$ cat src/rtl/intc_pkg.sv
// rtl/intc_pkg.sv - shared types and constants for the interrupt controller
package intc_pkg;

    typedef enum logic [1:0] {
        IDLE,
        REQ,
        DISPATCH
    } intc_state_e;

    localparam logic REG_IF = 1'b0;
    localparam logic REG_IE = 1'b1;

    localparam logic [15:0] DEF_VECTOR_BASE   = 16'h0040;
    localparam int          DEF_VECTOR_STRIDE = 8;

    // Dispatch address; 16-bit arithmetic wraps on overflow.
    function automatic logic [15:0] vector_addr(input logic [15:0] base,
                                                input logic [15:0] stride,
                                                input logic [7:0]  idx);
        return base + 16'(idx) * stride;
    endfunction

endpackage

$ cat src/rtl/priority_encoder.sv
// rtl/priority_encoder.sv - lowest-set-bit index of a request vector
module priority_encoder #(
    parameter int NUM_IRQ = 5,
    parameter int IDX_W   = (NUM_IRQ > 1) ? $clog2(NUM_IRQ) : 1
) (
    input  logic [NUM_IRQ-1:0] req,
    output logic [IDX_W-1:0]   idx,
    output logic               valid
);

    always_comb begin
        idx   = '0;
        valid = |req;
        for (int i = NUM_IRQ - 1; i >= 0; i--) begin
            if (req[i]) idx = IDX_W'(i);
        end
    end

endmodule

$ cat src/rtl/interrupt_controller.sv
// rtl/interrupt_controller.sv - IF/IE/IME registers and request/ack/vector dispatch
// Optional INTC_DISPATCH_CANCEL_EN: re-select the channel at vector fetch.
module interrupt_controller
    import intc_pkg::*;
#(
    parameter int          NUM_IRQ       = 5,
    parameter logic [15:0] VECTOR_BASE   = DEF_VECTOR_BASE,
    parameter int          VECTOR_STRIDE = DEF_VECTOR_STRIDE
) (
    input  logic               i_Clk,
    input  logic               i_Rst,
    input  logic               i_Enable,
    input  logic [NUM_IRQ-1:0] i_Irq_Pulse,
    input  logic               i_Reg_Sel,
    input  logic               i_Reg_Write,
    input  logic               i_Reg_Read,
    input  logic [7:0]         i_Reg_Data,
    output logic [7:0]         o_Reg_Data,
    input  logic               i_EI,
    input  logic               i_DI,
    input  logic               i_RETI,
    input  logic               i_Instr_Done,
    output logic               o_IME,
    output logic [NUM_IRQ-1:0] o_Pending,
    output logic               o_Wake,
    output logic               o_Irq_Req,
    input  logic               i_Ack,
    input  logic               i_Vector_Fetch,
    output logic [15:0]        o_Vector,
    output logic               o_Vector_Valid
);

    localparam int IDX_W = (NUM_IRQ > 1) ? $clog2(NUM_IRQ) : 1;

    logic [NUM_IRQ-1:0] if_reg, ie_reg, if_nxt, clr_mask;
    logic               ime, ei_pending;
    intc_state_e        state, state_nxt;
    logic [IDX_W-1:0]   enc_idx, disp_idx;
    logic               enc_valid, disp_hit;
    logic               ack_take, fetch_take;
    logic [15:0]        vector_nxt;
    logic [7:0]         rd_data;

    assign o_Pending = if_reg & ie_reg;
    assign o_Wake    = |o_Pending;
    assign o_IME     = ime;
    assign o_Irq_Req = (state == REQ);

    priority_encoder #(.NUM_IRQ(NUM_IRQ), .IDX_W(IDX_W)) u_enc (
        .req   (o_Pending),
        .idx   (enc_idx),
        .valid (enc_valid)
    );

`ifdef INTC_DISPATCH_CANCEL_EN
    assign disp_idx = enc_idx;
    assign disp_hit = enc_valid;
`else
    logic [IDX_W-1:0] idx_reg;
    assign disp_idx = idx_reg;
    assign disp_hit = 1'b1;

    always_ff @(posedge i_Clk or posedge i_Rst) begin
        if (i_Rst)                       idx_reg <= '0;
        else if (i_Enable && ack_take)   idx_reg <= enc_idx;
    end
`endif

    assign vector_nxt = disp_hit ? vector_addr(VECTOR_BASE, 16'(VECTOR_STRIDE), 8'(disp_idx))
                                 : 16'h0000;
    assign clr_mask   = (fetch_take && disp_hit) ? (NUM_IRQ'(1) << disp_idx) : '0;

    always_comb begin
        state_nxt  = state;
        ack_take   = 1'b0;
        fetch_take = 1'b0;
        case (state)
            IDLE:     if (ime && enc_valid) state_nxt = REQ;
            REQ: begin
                if (!ime || !enc_valid) begin
                    state_nxt = IDLE;
                end else if (i_Ack) begin
                    ack_take  = 1'b1;
                    state_nxt = DISPATCH;
                end
            end
            DISPATCH: begin
                if (i_Vector_Fetch) begin
                    fetch_take = 1'b1;
                    state_nxt  = IDLE;
                end
            end
            default:  state_nxt = IDLE;
        endcase
    end

    // Per-bit IF priority: pulse over dispatch clear over register write.
    always_comb begin
        if_nxt = if_reg;
        for (int i = 0; i < NUM_IRQ; i++) begin
            if (i_Irq_Pulse[i])                           if_nxt[i] = 1'b1;
            else if (clr_mask[i])                         if_nxt[i] = 1'b0;
            else if (i_Reg_Write && i_Reg_Sel == REG_IF)  if_nxt[i] = i_Reg_Data[i];
        end
    end

    for (genvar b = 0; b < 8; b++) begin : g_rd
        if (b < NUM_IRQ) begin : g_impl
            assign rd_data[b] = (i_Reg_Sel == REG_IE) ? ie_reg[b] : if_reg[b];
        end else begin : g_fill
            assign rd_data[b] = (i_Reg_Sel == REG_IF);
        end
    end

    if (NUM_IRQ < 8) begin : g_unused
        logic unused_wdata;
        assign unused_wdata = ^i_Reg_Data[7:NUM_IRQ];
    end

    always_ff @(posedge i_Clk or posedge i_Rst) begin
        if (i_Rst) begin
            state          <= IDLE;
            if_reg         <= '0;
            ie_reg         <= '0;
            ime            <= 1'b0;
            ei_pending     <= 1'b0;
            o_Reg_Data     <= 8'h00;
            o_Vector       <= 16'h0000;
            o_Vector_Valid <= 1'b0;
        end else begin
            // The valid strobe never stretches, even across a stalled cycle.
            o_Vector_Valid <= 1'b0;
            if (i_Enable) begin
                state  <= state_nxt;
                if_reg <= if_nxt;
                if (i_Reg_Write && i_Reg_Sel == REG_IE) ie_reg <= i_Reg_Data[NUM_IRQ-1:0];
                if (i_Reg_Read) o_Reg_Data <= rd_data;
                if (i_DI) begin
                    ime        <= 1'b0;
                    ei_pending <= 1'b0;
                end else begin
                    if (i_EI) begin
                        ei_pending <= 1'b1;
                    end else if (ei_pending && i_Instr_Done) begin
                        ime        <= 1'b1;
                        ei_pending <= 1'b0;
                    end
                    if (i_RETI) ime <= 1'b1;
                    if (ack_take) ime <= 1'b0;
                end
                if (fetch_take) begin
                    o_Vector       <= vector_nxt;
                    o_Vector_Valid <= 1'b1;
                end
            end
        end
    end

endmodule

$ cat config.mk
export PLATFORM = sky130hd
export DESIGN_NAME = interrupt_controller
export DESIGN_NICKNAME = d
export VERILOG_FILES = /design/src/rtl/intc_pkg.sv /design/src/rtl/priority_encoder.sv /design/src/rtl/interrupt_controller.sv
export SDC_FILE = /design/constraint.sdc
export NUM_CORES = 1
export LEC_CHECK = 0
export ABC_AREA = 1
export BUFFER_PORTS_ARGS = -buffer_cell sky130_fd_sc_hd__buf_2
export CAP_MARGIN = 20
export CORE_ASPECT_RATIO = 1.75
export CORE_MARGIN = 4
export CORE_UTILIZATION = 35
export CTS_BUF_LIST = sky130_fd_sc_hd__clkbuf_4 sky130_fd_sc_hd__clkbuf_8
export CTS_CLUSTER_DIAMETER = 40
export CTS_CLUSTER_SIZE = 30
export DETAILED_ROUTE_END_ITERATION = 8
export GPL_ROUTABILITY_DRIVEN = 0
export PLACE_DENSITY = 0.6
export SYNTH_ARGS = -nofsm -noshare
export SYNTH_HDL_FRONTEND = slang
export SYNTH_SLANG_ARGS = --single-unit
$ cat constraint.sdc
create_clock -name i_Clk -period 3.65 [get_ports i_Clk]
set_clock_uncertainty 0.1 [all_clocks]
set_input_delay 0.9125 -clock i_Clk [delete_from_list [all_inputs] [get_ports i_Clk]]
set_output_delay 0.9125 -clock i_Clk [all_outputs]
set_load 0.01 [all_outputs]
# Yosys cells after proc, flatten, opt, wreduce, memory -nomap -nowiden
# Cells that the tools add are included.
[classes]
add_sub_neg = 1
eq_ne = 6
shifts = 1
mux = 46
n_bitwise = 2
reduce_logical = 28
[op_table]
columns = ["cell", "count"]
rows = [
  ["1-bit 2-to-1 mux", 35],
  ["2-bit AND reduction", 9],
  ["3-bit nonzero test", 6],
  ["3-bit 2-to-1 mux", 5],
  ["7-bit by 6-bit adder with 8-bit output, first input constant", 1],
  ["2-bit 2-to-1 mux", 4],
  ["2-bit one-hot mux with 3 select lines", 1],
  ["5-bit AND", 1],
  ["1-bit logical AND", 5],
  ["5-bit 2-to-1 mux", 1],
  ["5-bit OR reduction", 1],
  ["1-bit by 3-bit left shift with 5-bit output, first input constant", 1],
  ["2-bit != test, second input constant", 2],
  ["4-bit by 1-bit != test with 1-bit output, second input constant", 1],
  ["4-bit AND reduction", 1],
  ["4-bit nonzero test", 1],
  ["3-bit by 1-bit != test with 1-bit output, second input constant", 1],
  ["3-bit AND reduction", 1],
  ["2-bit by 1-bit == test with 1-bit output, second input constant", 1],
  ["2-bit == test, second input constant", 1],
  ["1-bit zero test", 2],
  ["2-bit zero test", 1],
  ["1-bit logical OR", 1],
  ["1-bit inverter", 1],
]
[word_totals]
regBits = 40
input_bits = 25
out_inout_bits = 33

# Depth between registers and ports, before layout
[logic_depth]
depth_word = 8
depth_mapped = 9
depth_no_buf = 9

# By module
# A second synthesis with hierarchy kept.
[hier_totals]
cells_unflattened = 225
hier_area_um2 = 1636.6
[modules_own_cells]
columns = ["module", "instances", "cells_per_inst", "area_per_inst_um2", "seq_area_each_um2"]
rows = [
  ["interrupt_controller", 1, 214, 1589.0, 700.7],
  ["priority_encoder", 1, 11, 47.5, 0.0],
]

# Worst setup path after synthesis
# OpenSTA, ideal clock, no wires.
[synth_timing]
kind = "input to register"
startpoint = "input i_Reg_Sel"
endpoint = "register ie_reg[0]"
t_arrival_ns = 1.563
path_slack_ns = 1.862
path_stages = 3
path_buffers = 1
path_cell_list = "clkbuf_2 > nand3_1 > mux2_2"
[synth_between]
elab_chain_len = 2
[synth_rtl]
columns = ["element", "line", "rtl"]
rows = [
  ["start, declared", "interrupt_controller.sv:14", "input logic i_Reg_Sel,"],
  ["1-bit logical AND", "interrupt_controller.sv:136", "if (i_Reg_Write && i_Reg_Sel == REG_IE) ie_reg <= i_Reg_Data[NUM_IRQ-1:0];"],
  ["2-bit AND reduction (no source line)", "n/a", ""],
  ["end signal, assigned", "interrupt_controller.sv:136", ""],
  ["end, declared", "interrupt_controller.sv:35", "logic [NUM_IRQ-1:0] if_reg, ie_reg, if_nxt, clr_mask;"],
]
# Every way passes these cells.
# A chain may end at the register's enable or synchronous reset.

# Final worst setup path
[layout_timing]
startpoint = "register if_reg[1]"
endpoint = "output o_Wake"
[layout_between]
elab_chain_len = 2
[layout_rtl]
columns = ["element", "line", "rtl"]
rows = [
  ["start, declared", "interrupt_controller.sv:35", ""],
  ["start signal, assigned", "interrupt_controller.sv:135", "if_reg <= if_nxt;"],
  ["5-bit AND", "interrupt_controller.sv:44", "assign o_Pending = if_reg & ie_reg;"],
  ["5-bit OR reduction", "interrupt_controller.sv:45", "assign o_Wake = |o_Pending;"],
  ["end, declared", "interrupt_controller.sv:25", "output logic o_Wake,"],
]
# Every way passes these cells.

==> impl_metrics.py <==
metrics = {
    "synth": {
        "synth_most_common_cell": "nand2_1",
        "ys_top_cells_by_count": "nand2_1 (41), dfrtp_1 (28), inv_1 (23), a21oi_1 (18), buf_4 (14)",
        "syn_inst": 185,
        "syn_area_um2": 1520,
        "synth.yosys.seq_area_share_pct": 46.2,
        "synth_seq_cells": 28,
        "synth_top_area_share_pct": 46.2,
        "synth_area_per_cell_um2": 8.20,
        "synth_edf_count": 0,
        "yosys-top-cells-area": "dfrtp_1 (46%), nand2_1 (10%), buf_4 (6.9%), a21oi_1 (5.9%), inv_1 (5.7%)",
        "async_flop_share_pct": 100,
        "ys_warn_count": 0,
        "synth_cell_types": 24,
        "synthFlopType": "dfrtp_1",
        "synth_top_cell_by_area": "dfrtp_1",
    },
    "cells_and_area": {
        "regArea_um2": 701,
        "nFillCells": 457,
        "drive_above_1_share_pct": 29.1,
        "n_antenna_cell": 0,
        "largest_register_ffs": 6,
        "area_growth_pct": 18.6,
        "final_nets": 253,
        "multiInputGateArea_um2": 649,
    },
    "timing": {
        "fmax_ghz": 0.438,
        "setup_violations": 0,
        "rsz0062_at_grt": "no",
        "post-route-period-util_pct": 62.6,
        "fin_tns_setup_ps": 0,
        "whs_ps": 373,
        "post-route-min-period_ps": 2290,
        "hold_viol": 0,
        "final_max_slew_viol_count": 0,
    },
    "floorplanning": {
        "num_rows": 31,
        "coreArea_um2": 4150,
        "initial_utilization_pct": 36.5,
        "pin_count": 58,
        "die_area_um2": 5490,
        "fp.dieH_um": 95.1,
        "die_width_um": 57.8,
    },
    "routing": {
        "drtIter0Drc": 41,
        "post-route-drc-count": 0,
        "wire_per_inst_um": 12.9,
        "vias_per_cell": 4.73,
        "drt_first_pass_iters": 4,
        "vias": 1306,
        "wl_um": 3550,
        "detail-route-antenna-nets": 0,
    },
    "clock_network": {
        "cts_resized": 0,
        "tritoncts": "yes",
        "cts.path.max_buffers": 2,
        "hold_buffers": 0,
        "post_cts_buffers": 0,
        "cts_made_buffers": 3,
        "clkSinkCount": 28,
        "cts_root_buf": "clkbuf_8",
        "clk_latency_ps": 270,
        "h-tree-depth": 1,
        "clk_pin_slew_ps": 90,
    },
    "critical_path": {
        "crit_chain": "nand2_2 -> nand2_2 -> nor2_2 -> nand2_4 -> buf_2",
        "slowest_delay_ps": 420,
        "worst-path-buf-inv": 1,
        "critPathKind": "flop to output pin",
        "crit_family": "simple AND/OR/NAND/NOR gates",
        "critPathLaunchType": "flop",
        "crit_required_ps": 2640,
        "critical_path_arrival_ps": 1270,
        "end_kind": "output pin",
        "crit_path_frequent_cell": "nand2_2",
        "path_max_fanout": 4,
        "critPathSlowestCell": "dfrtp_1",
    },
    "run_status": {
        "outcome": "finished, final reports clean",
    },
    "run": {
        "cap_violations": 0,
    },
    "global_route": {
        "grt_max_degree": 20,
        "grtUsageTotal_pct": 13.3,
        "grt_overflow_total": 0,
        "grt_antenna_before_repair": 0,
        "grt_pass1_wl_um": 5700,
        "grt_pass1_vias": 1285,
    },
    "power_and_ir_drop": {
        "power.share.clock_pct": 20.3,
        "ir_drop_mv": 0.353,
        "power_leakage_nw": 0.941,
        "pwr-share-seq_pct": 45.6,
        "netSwitchingFraction_pct": 36.3,
        "p_per_area_nw_per_um2": 529,
        "comb_power_share_pct": 34.1,
        "intPower_w": 0.000606,
        "switchingPower_w": 0.000345,
    },
    "hold_path": {
        "hp-class": "flop to flop",
    },
    "placement": {
        "dp_hpwl_um": 2880,
        "portBuffers": 42,
    },
}
## final timing paths
path	start	end	slack (ps)	cells past startpoint
max	if_reg[1]$_DFFE_PP0P_	o_Wake	1360	5
min	o_Vector[6]$_DFFE_PP0P_	o_Vector[6]$_DFFE_PP0P_	370	1
max reg2reg	if_reg[1]$_DFFE_PP0P_	state[1]$_DFFE_PP0P_	2280	8
min reg2reg	o_Vector[6]$_DFFE_PP0P_	o_Vector[6]$_DFFE_PP0P_	370	1
max in group asynchronous	i_Rst	disp_idx[1]$_DFFE_PP0P_	2450	3
min in group asynchronous	i_Rst	if_reg[3]$_DFFE_PP0P_	540	2
## logic make-up after synthesis
logic type | Yosys count | share of synthesized area, %
compound gates | 38 | 13.4
buf+inv | 41 | 13.7
flops | 28 | 46.2
mux | 5 | 3.71
other cells | 1 | 0.247
simple gates | 72 | 22.8
## per-layer routing
metal  routed length, um  GRT usage (%)  vias up  part of all wire [%]
met4                  33           4.64        0                  0.93
met2                1980           26.0       39                    56
met3                 205           1.36        2                   5.8
li1                    -              -      656                     -
met1                1330           14.3      609                    38
met5                   0              0        -                     0
## stage by stage
| stage | area, um2 | std cells | setup slack [ps] | power (W) | util (%) |
|---|---|---|---|---|---|
| 4_1_cts | 1800 | 276 | 1350 | 0.000959 | 43.3 |
| 3_5_place_dp | 1740 | 272 | 1610 | 0.000768 | 42.0 |
| 5_1_grt | 1800 | 276 | 1300 | 0.00102 | 43.3 |
| 3_3_place_gp | 1720 | 271 | 1590 | 0.000759 | 41.3 |
| 2_1_floorplan | 1560 | 196 | 1860 | 0.000662 | - |
| 6_report | 1800 | 276 | 1360 | 0.000951 | 43.3 |
## power by group through the flow
stage	Sequential, W	Combinational (W)	Clock, W
finish	0.000434	0.000324	0.000193
global route	0.000445	0.000368	0.000206
CTS	0.000434	0.000330	0.000195
detailed placement	0.000441	0.000328	0
global placement	0.000439	0.000320	0
floorplan	0.000448	0.000214	0
## cells in the final DEF (no fill, tap or decap)
cell	instances
nand4_1	1
buf_2	42
nor2_2	2
nand4_4	1
o22ai_1	5
clkbuf_8	4
nand2_2	5
dfrtp_1	28
mux2_2	5
a21oi_1	18
or2_2	1
nand3_1	8
inv_2	2
nor3_1	2
nor2_1	8
o21ai_1	3
inv_1	23
nand2_1	41
nand2_4	1
nor2_4	2
conb_1	12
o21ai_0	7
buf_16	1
a31oi_1	5
## worst reg2reg max path: stages (launching register included)
cell and delay (ps):
dfrtp_1 420, nand2_2 110, nand2_2 90, nor2_2 150
nand2_4 80, nand3_1 100, nand3_1 110, nand2_1 70
nand2_1 40
## layout make-up
class                      instances  share of cell area [%]
timing repair buffer              43                    13.2
sequential                        28                    39.0
clock buffer                       4                    3.06
multi-input combinational        127                    36.1
inverter                          25                    5.22
tap                               49                    3.41
Note: power is estimated with default switching activity, not from simulation.
